[config.mk]
export PLATFORM = sky130hd
export DESIGN_NAME = vga_frame_ctrl
export DESIGN_NICKNAME = d
export VERILOG_FILES = /design/src/rtl/vga_frame_ctrl.sv
export SDC_FILE = /design/constraint.sdc
export NUM_CORES = 1
export LEC_CHECK = 0
export ABC_AREA = 1
export CORE_ASPECT_RATIO = 0.5
export CORE_MARGIN = 1
export CORE_UTILIZATION = 55
export CTS_CLUSTER_DIAMETER = 150
export DETAILED_ROUTE_END_ITERATION = 16
export PLACE_DENSITY_LB_ADDON = 0.25
export SYNTH_ARGS = -nofsm -noshare
export SYNTH_HDL_FRONTEND = slang
export SYNTH_SLANG_ARGS = --single-unit
[constraint.sdc]
create_clock -name clk -period 1.8 [get_ports clk]
set_clock_uncertainty 0.05 [all_clocks]
set_input_delay 0.18 -clock clk [delete_from_list [all_inputs] [get_ports clk]]
set_output_delay 0.18 -clock clk [all_outputs]
set_load 0.01 [all_outputs]
[src/rtl/vga_frame_ctrl.sv]
// vga_frame_ctrl
//   Debounces three board switches into a 2-bit display-mode request and
//   applies mode changes only on frame boundaries. The RGB path is forced to
//   black for BLANK_FRAMES+1 frames around every change, so the text
//   generator never shows a torn or half-switched page.
//
// Ports
//   clk         in   pixel-domain clock (same net as the sync generator)
//   reset       in   synchronous, active-low reset
//   swt1..swt3  in   raw asynchronous switch inputs (swt1 has top priority)
//   vsync       in   vertical sync from the sync generator
//   mode        out  committed display mode (text page select)
//   blank       out  1 = force RGB to black
//   busy        out  1 while a mode change is in progress (FSM not IDLE)
//   change_done out  one-cycle pulse when a mode change completes
//
// Handshake: there is no valid/ready pair here. A request is simply a
// debounced switch level; it is held, not consumed, so a request that
// appears while a change is in flight is picked up again from IDLE.
module vga_frame_ctrl #(
    parameter int   DEBOUNCE_CYCLES = 500000,
    parameter int   CNT_W           = 19,
    parameter int   BLANK_FRAMES    = 2,
    parameter logic VSYNC_ACTIVE    = 1'b1
) (
    input  logic       clk,
    input  logic       reset,
    input  logic       swt1,
    input  logic       swt2,
    input  logic       swt3,
    input  logic       vsync,
    output logic [1:0] mode,
    output logic       blank,
    output logic       busy,
    output logic       change_done
);

    // fcnt only has to reach BLANK_FRAMES-1.
    localparam int FW = (BLANK_FRAMES > 1) ? $clog2(BLANK_FRAMES) : 1;
    localparam logic [CNT_W-1:0] CNT_LAST  = CNT_W'(DEBOUNCE_CYCLES - 1);
    localparam logic [FW-1:0]    FCNT_LAST = FW'(BLANK_FRAMES - 1);

    typedef enum logic [1:0] {
        IDLE       = 2'd0,
        WAIT_FRAME = 2'd1,
        BLANKING   = 2'd2,
        COMMIT     = 2'd3
    } state_t;

    // ---------------- switch synchronisers and debouncers ----------------
    logic [2:0]            raw;
    logic [2:0]            sync1;
    logic [2:0]            sync2;
    logic [2:0]            stable;
    logic [2:0][CNT_W-1:0] cnt;

    assign raw = {swt3, swt2, swt1};

    always_ff @(posedge clk) begin
        if (!reset) begin
            sync1  <= '0;
            sync2  <= '0;
            stable <= '0;
            cnt    <= '0;
        end else begin
            sync1 <= raw;
            sync2 <= sync1;
            for (int i = 0; i < 3; i++) begin
                if (sync2[i] == stable[i]) begin
                    cnt[i] <= '0;
                end else if (cnt[i] == CNT_LAST) begin
                    // Value has differed for DEBOUNCE_CYCLES edges: accept it.
                    stable[i] <= ~stable[i];
                    cnt[i]    <= '0;
                end else begin
                    cnt[i] <= cnt[i] + 1'b1;
                end
            end
        end
    end

    // Priority resolve: swt1 > swt2 > swt3 > none.
    logic [1:0] req;
    always_comb begin
        req = 2'd0;
        if (stable[0])      req = 2'd1;
        else if (stable[1]) req = 2'd2;
        else if (stable[2]) req = 2'd3;
    end

    // ---------------- frame start detect ----------------
    // vs_q resets to the inactive level so a vsync already active at reset
    // release is treated as a frame start.
    logic vs_q;
    logic frame_start;

    always_ff @(posedge clk) begin
        if (!reset) vs_q <= ~VSYNC_ACTIVE;
        else        vs_q <= vsync;
    end

    assign frame_start = (vsync == VSYNC_ACTIVE) && (vs_q != VSYNC_ACTIVE);

    // ---------------- mode change FSM ----------------
    state_t     state_q, state_d;
    logic [1:0] target_q, target_d;
    logic [FW-1:0] fcnt_q, fcnt_d;
    logic [1:0] mode_d;
    logic       blank_d;
    logic       done_d;

    always_ff @(posedge clk) begin
        if (!reset) begin
            state_q     <= IDLE;
            target_q    <= 2'd0;
            fcnt_q      <= '0;
            mode        <= 2'd0;
            blank       <= 1'b0;
            busy        <= 1'b0;
            change_done <= 1'b0;
        end else begin
            state_q     <= state_d;
            target_q    <= target_d;
            fcnt_q      <= fcnt_d;
            mode        <= mode_d;
            blank       <= blank_d;
            busy        <= (state_d != IDLE);
            change_done <= done_d;
        end
    end

    always_comb begin
        state_d  = state_q;
        target_d = target_q;
        fcnt_d   = fcnt_q;
        mode_d   = mode;
        blank_d  = blank;
        done_d   = 1'b0;

        unique case (state_q)
            IDLE: begin
                blank_d = 1'b0;
                if (req != mode) begin
                    target_d = req;
                    state_d  = WAIT_FRAME;
                end
            end

            WAIT_FRAME: begin
                blank_d = 1'b0;
                // Cancel takes priority over a coincident frame start.
                if (req == mode) begin
                    state_d = IDLE;
                end else begin
                    target_d = req;
                    if (frame_start) begin
                        blank_d = 1'b1;
                        fcnt_d  = '0;
                        state_d = BLANKING;
                    end
                end
            end

            BLANKING: begin
                blank_d = 1'b1;
                if (frame_start) begin
                    if (fcnt_q == FCNT_LAST) begin
                        mode_d  = target_q;
                        state_d = COMMIT;
                    end else begin
                        fcnt_d = fcnt_q + 1'b1;
                    end
                end
            end

            COMMIT: begin
                blank_d = 1'b1;
                if (frame_start) begin
                    blank_d = 1'b0;
                    done_d  = 1'b1;
                    state_d = IDLE;
                end
            end

            default: state_d = IDLE;
        endcase
    end

endmodule
==> reports/qor.yml, run 1 <==
placementRows: 20
final_max_slew_viol_count: 0
cts-hold-fix-buffers: 0
synth_sequential_area_ratio_pct: 41.8
critical-path-max-stage-delay_ps: 360
netlist_top_cells_count: "nand2_1, nor2_1, dfxtp_1, inv_1, nor3_1"
dominant_combinational_cell_family_by_area_after_synthesis: "simple AND/OR/NAND/NOR gates"
routed_wire_length_per_instance_um: 10.7
cellLeakagePower_nw: 1.60
synthXorXnorAreaFrac_pct: 5.22
timing.setup.tns_ps: 0
arrival_ps: 1800
dominantRegCellSynth: "dfxtp_1"
tritoncts: "built"
post_synth_mux_area_share_pct: 0
placeableCoreArea_mm2: 0.00626
synthSimpleGateAreaFrac_pct: 38.3
endpoint_class_of_the_critical_path: "flip-flop"
final-hold-violation-count: 0
ioPinCount: 11
slew_headroom_pct: 76.1
worst_path_dominant_cell_family: "simple AND/OR/NAND/NOR gates"
required_ps: 1980
complex_gate_fraction_of_the_synthesized_area_pct: 4.71
critPathLaunchType: "flip-flop"
clock-sinks: 77
grt_start_max_net_pins: 19
route.detailed.drc: 0
cp_max_delay_cell: "dfxtp_1"
crit_top_cell: "inv_1"
vias_in_the_first_global_route: 2807
post-synth-top-count-cell: "nand2_1"
worst_margin_slew_ps: 356
synth_top_area_share_pct: 41.8
dieWidth_um: 118
fin_crit_sh_pct: 89.9
cts_htree_levels: 3
place.port_buffers: 10
max_clock_freq_mhz: 618
ant_nets: 0
synth.lib_cells_used.distinct: 32
yosys-top-cells-area: "dfxtp_1, nand2_1, nor2_1"
initial_core_util_pct: 59.0
worst_skew_pair.late_latency_ps: 330
post-synth-top-area-cell: "dfxtp_1"
timing.setup.critical_path_class: "reg2reg"
post_route_cells_drive_above_1_share_pct: 8.02
area_delta_synth_final_pct: 15.3
antenna_found_initial: 0
yosys.area_share.adder_pct: 1.02
critical_path.max_fanout: 18
syn_nets: 541
remaining_global_route_overflow: 0
detail_route.wirelength_um: 6920
cellPowerDensity_mw_per_mm2: 874
drt_first_iter_violations: 194
drt-vias-per-instance: 4.94
postSynthAreaPerCell_um2: 6.94
hpwl_um: 4980
place.gp.congestion: 0.883
grt_util_all_layers_pct: 21.8
setup_repair_after_global_routing_missed_its_margin: "false"
postSynthCellCount: 532
dieArea_mm2: 0.00706
ys_async_sr_fraction_pct: 0
synth-seq-cells: 77
dr_total_vias: 3209
cp_num_buf_inv: 4
clock_edge_transition_at_the_registers_on_the_reported_setup_and_hold_paths_ps: 50
tritoncts.num_buffers: 9
clock-root-buffer: "clkbuf_16"
num_antenna_cells: 0
final_setup_violations: 0
vdd_drop_max_mv: 0.608
post_synth_instance_area_mm2: 0.00369
run_status: "completed"
final_nets: 565
cp_cell_sequence: "ha_1 > nand2_1 > inv_1 > nand2_2 > inv_1 > nand4_2 > nand2_4 > inv_1 > nand2_1 > inv_1"
number_of_synthesized_flops_with_an_enable_pin: 0
dr.pass1.iters: 5
fp.dieH_um: 59.9
layout_min_cycle_time_ps: 1620
hp-class: "in2reg"
grt_pass1_wl_um: 12000
report.power.total_w: 0.00372
ys.warnings.count: 0
cap_violations: 0
clockBufferDepth: 2
## sequential cells by signal, summed over array words and instances, names as in the netlist
name and count:
blank 1, mode 2, busy 1, fcnt_q 1, change_done 1, sync1 3, target_q 2, cnt 57
vs_q 1, stable 3, state_q 2, sync2 3
## layout make-up
class	instances	area, um^2
Clock inverter	4	70.1
Clock buffer	12	256
Fill cell	537	2000
Sequential cell	77	1540
Timing Repair Buffer	18	160
Inverter	78	293
Tap cell	88	110
Multi-Input combinational cell	372	1820
## path summary, 6_finish.rpt
| path | startpoint | to | slack, ps | cells past startpoint |
|---|---|---|---|---|
| hold / removal | swt2 | sync1[1] | 330 | 3 |
| hold reg to reg | sync1[2] | sync2[2] | 360 | 2 |
| setup reg to reg | cnt[39] | cnt[53] | 180 | 10 |
| setup / recovery | cnt[39] | cnt[53] | 180 | 10 |
## per-stage QoR
stage                     area [um^2]  worst slack, ps  instances  util, %  hold WS, ps
after floorplan                  3690              299        532        -          228
after global placement           3920              154        633     62.7          347
after detailed placement         3920             86.3        633     62.7          352
after CTS                        4250             78.3        649     67.9          325
after global routing             4250             31.7        649     68.0          333
final                            4250              182        649     68.0          330
## cell families after synthesis
logic type	count (synthesis)
DFF	77
AOI/OAI and AO/OA	34
adders and majority gates	3
buffers and inverters	83
and+or+nand+nor	313
xor gates and xnor gates	22
## repair_timing
action	in CTS	in global routing
resized for setup	0	1
buffers inserted	0	0
setup endpoints to repair	0	2
endpoints found under the hold margin	0	0
## worst min-delay path, delay by kind of cell
| family | cells | cell delay, ps |
|---|---|---|
| buffers and inverters | 2 | 430 |
| AND/OR/NAND/NOR | 1 | 60 |
## placed cells by master (no fill, tap or decap), types with 2 or more instances in the layout
cell type | Yosys | final
nor3_1 | 29 | 29
o21ai_0 | 9 | 9
a21oi_1 | 23 | 23
ha_1 | 3 | 3
or2_0 | 3 | 3
nand2_4 | 1 | 2
nand3_1 | 26 | 26
xor2_1 | 19 | 19
nand4_2 | 2 | 2
nor2_4 | 3 | 3
clkdlybuf4s50_1 | 0 | 10
nand3b_1 | 4 | 4
bufinv_16 | 0 | 2
clkbuf_16 | 0 | 9
buf_4 | 1 | 8
nand4_1 | 13 | 13
nor3_2 | 2 | 2
nor2_2 | 2 | 2
inv_1 | 77 | 77
nand2_1 | 123 | 123
dfxtp_1 | 77 | 77
clkinv_2 | 0 | 2
nand2_2 | 5 | 4
or2_2 | 4 | 4
clkbuf_8 | 0 | 2
nor2_1 | 92 | 92
xnor2_1 | 3 | 3
## power breakdown
group	switching, W	internal (W)	total, W	leakage, nW
sequential	0.00000416	0.00171	0.00172	0.622
combinational	0.0000313	0.0000242	0.0000555	0.815
clock	0.000659	0.00128	0.00194	0.163
## layer usage
metal	vias up	track usage [%]	share of wire, %
li1	1717	-	-
met1	1429	27.2	51
met2	55	35.7	44
met3	8	7.44	3.9
met4	0	8.06	1.3
met5	-	0	0
(Power assumes the default switching activity.)
==> run 2: changes to the inputs <==
--- a/config.mk
+++ b/config.mk
@@ -9,6 +9,7 @@
 export CORE_ASPECT_RATIO = 0.5
 export CORE_MARGIN = 1
 export CORE_UTILIZATION = 55
+export CTS_BUF_LIST = sky130_fd_sc_hd__clkbuf_2 sky130_fd_sc_hd__clkbuf_4 sky130_fd_sc_hd__clkbuf_8
 export CTS_CLUSTER_DIAMETER = 150
 export DETAILED_ROUTE_END_ITERATION = 16
 export PLACE_DENSITY_LB_ADDON = 0.25
==> run 2 against run 1 <==
Register-to-register slack barely moved. Critical path depth did not move. Critical path type unchanged. Clock power fell by 24%. Setup slack improved by 5.6 ps. Power fell by 13%. Global-route usage fell by 0.54 points. Cell area fell by 2.3%. Non-clock buffer count did not move. Combinational power fell by 1%.
==> reports/qor.yml, run 2 (synthesized netlist as in run 1, its figures left out) <==
critPathLaunchType: "flip-flop"
antenna_found_initial: 0  # unchanged
grt_pass1_wl_um: 11700  # -2.2%
routed_wire_length_per_instance_um: 10.3  # -3.3%
final_setup_violations: 0  # unchanged
vdd_drop_max_mv: 0.359  # -41%
tritoncts: "built"
layout.cells.most_common: "nand2_1"
stdcell_count: 649  # unchanged
cp_max_delay_cell: "dfxtp_1"
max_clock_freq_mhz: 620  # +0.35%
detail_route.wirelength_um: 6700  # -3.3%
drt-vias-per-instance: 4.89  # -1.1%
hpwl_um: 4980  # unchanged
clockBufferDepth: 2  # unchanged
critical_path.max_fanout: 18  # unchanged
timing.setup.tns_ps: 0  # unchanged
critical-path-max-stage-delay_ps: 360  # about the same
setup_repair_after_global_routing_missed_its_margin: "false"
grt_util_all_layers_pct: 21.3  # -0.54 points
crit_top_cell: "inv_1"
run_status: "completed"
final_cell_mix: "nand2_1, nor2_1, inv_1, dfxtp_1, nor3_1"
route.detailed.drc: 0  # unchanged
layout_min_cycle_time_ps: 1610  # -5.64 ps
vias_in_the_first_global_route: 2714  # -3.3%
ant_nets: 0  # unchanged
cap_violations: 0  # unchanged
placeableCoreArea_mm2: 0.00626  # unchanged
cellPowerDensity_mw_per_mm2: 780  # -11%
clock_edge_transition_at_the_registers_on_the_reported_setup_and_hold_paths_ps: 70  # +20 ps
timing.setup.critical_path_class: "reg2reg"
largest_register_ffs: 57  # unchanged
fillcell_total: 565  # +5.2%
clock-sinks: 77  # unchanged
final-hold-violation-count: 0  # unchanged
final_max_slew_viol_count: 0  # unchanged
hp-class: "in2reg"
slew_headroom_pct: 76.8  # +0.75 points
dr_total_vias: 3173  # -1.1%
endpoint_class_of_the_critical_path: "flip-flop"
remaining_global_route_overflow: 0  # unchanged
required_ps: 2000  # +20 ps
max_flop_register: "cnt"
fp.dieH_um: 59.9  # unchanged
final_nets: 565  # unchanged
arrival_ps: 1820  # +20 ps
ioPinCount: 11  # unchanged
cp_num_buf_inv: 4  # unchanged
drt_first_iter_violations: 158  # -19%
grt_start_max_net_pins: 19  # unchanged
fin_crit_sh_pct: 89.6  # -0.31 points
dieArea_mm2: 0.00706  # unchanged
dieWidth_um: 118  # unchanged
cts_htree_levels: 3  # unchanged
post_route_cells_drive_above_1_share_pct: 8.20  # +0.18 points
worst_path_dominant_cell_family: "simple AND/OR/NAND/NOR gates"
cellLeakagePower_nw: 1.56  # -2.7%
postLayoutCellArea_mm2: 0.00416  # -2.3%
cp_cell_sequence: "ha_1 > nand2_1 > inv_1 > nand2_2 > inv_1 > nand4_2 > nand2_4 > inv_1 > nand2_1 > inv_1"
dr.pass1.iters: 5  # unchanged
area_delta_synth_final_pct: 12.6
placed_cell_count: 633  # unchanged
placementRows: 20  # unchanged
worst_margin_slew_ps: 345  # -11.1 ps
placed_area_mm2: 0.00392  # unchanged
place.port_buffers: 10  # unchanged
tritoncts.num_buffers: 9  # unchanged
num_antenna_cells: 0  # unchanged
worst_skew_pair.late_latency_ps: 360  # +30 ps
clock-root-buffer: "clkbuf_8"
initial_core_util_pct: 59.0  # unchanged
place.gp.congestion: 0.883  # unchanged
[run 2: layer usage]
layer	track usage (%)	wire, um	vias up
met5	0	0	-
met4	8.24	47	0
met3	6.87	335	4
met2	33.9	2890	41
met1	27.3	3420	1404
li1	-	-	1724
[run 2: path summary, 6_finish.rpt]
| path | from | depth (start not counted) | slack [ps] | end |
|---|---|---|---|---|
| max | cnt[39] | 10 | 190 | cnt[53] |
| min | swt2 | 3 | 300 | sync1[1] |
| max reg2reg | cnt[39] | 10 | 190 | cnt[53] |
| min reg2reg | sync1[2] | 2 | 360 | sync2[2] |
[run 2: cell type report]
cell class	instances	area, um^2	share of cell area, %
repair buffers	18	160	3.85
well taps	88	110	2.65
clock inverters	4	70.1	1.69
multi-input cells	372	1820	43.8
flip-flops and latches	77	1540	37.1
inverters	78	293	7.05
clock buffers	12	159	3.82
[run 2: metrics by stage]
| step | setup WS [ps] | power [W] | hold slack (ps) | utilization, % |
|---|---|---|---|---|
| 2_1_floorplan | 299 | 0.00179 | 228 | - |
| 3_3_place_gp | 154 | 0.00181 | 347 | 62.7 |
| 3_5_place_dp | 86.3 | 0.00181 | 352 | 62.7 |
| 4_1_cts | 72.5 | 0.00328 | 295 | 66.3 |
| 5_1_grt | 26.0 | 0.00336 | 303 | 66.4 |
| 6_report | 187 | 0.00324 | 303 | 66.4 |
[run 2: worst register-to-register path, cell delays in order (launching register included)]
cell	delay [ps]
dfxtp_1	360
ha_1	220
nand2_1	70
inv_1	80
nand2_2	70
inv_1	110
nand4_2	160
nand2_4	220
inv_1	80
nand2_1	70
inv_1	30
[run 2: what timing repair did]
| item | in CTS | in global routing |
|---|---|---|
| setup endpoints to repair | 0 | 2 |
| gates resized for setup | 0 | 1 |
| hold buffers | 0 | 0 |
| buffers inserted | 0 | 0 |
[run 2: power breakdown]
part	internal (W)	switching [W]	total (W)
registers	0.00171	0.00000414	0.00172
clock network	0.000867	0.000602	0.00147
logic	0.0000241	0.0000305	0.0000547
==> run 3: changes to the inputs <==
--- a/config.mk
+++ b/config.mk
@@ -6,6 +6,7 @@
 export NUM_CORES = 1
 export LEC_CHECK = 0
 export ABC_AREA = 1
+export CAP_MARGIN = 20
 export CORE_ASPECT_RATIO = 0.5
 export CORE_MARGIN = 1
 export CORE_UTILIZATION = 55
==> results of run 3 <==
Same layout as run 2: the final DEF is identical, and so are final timing and power.
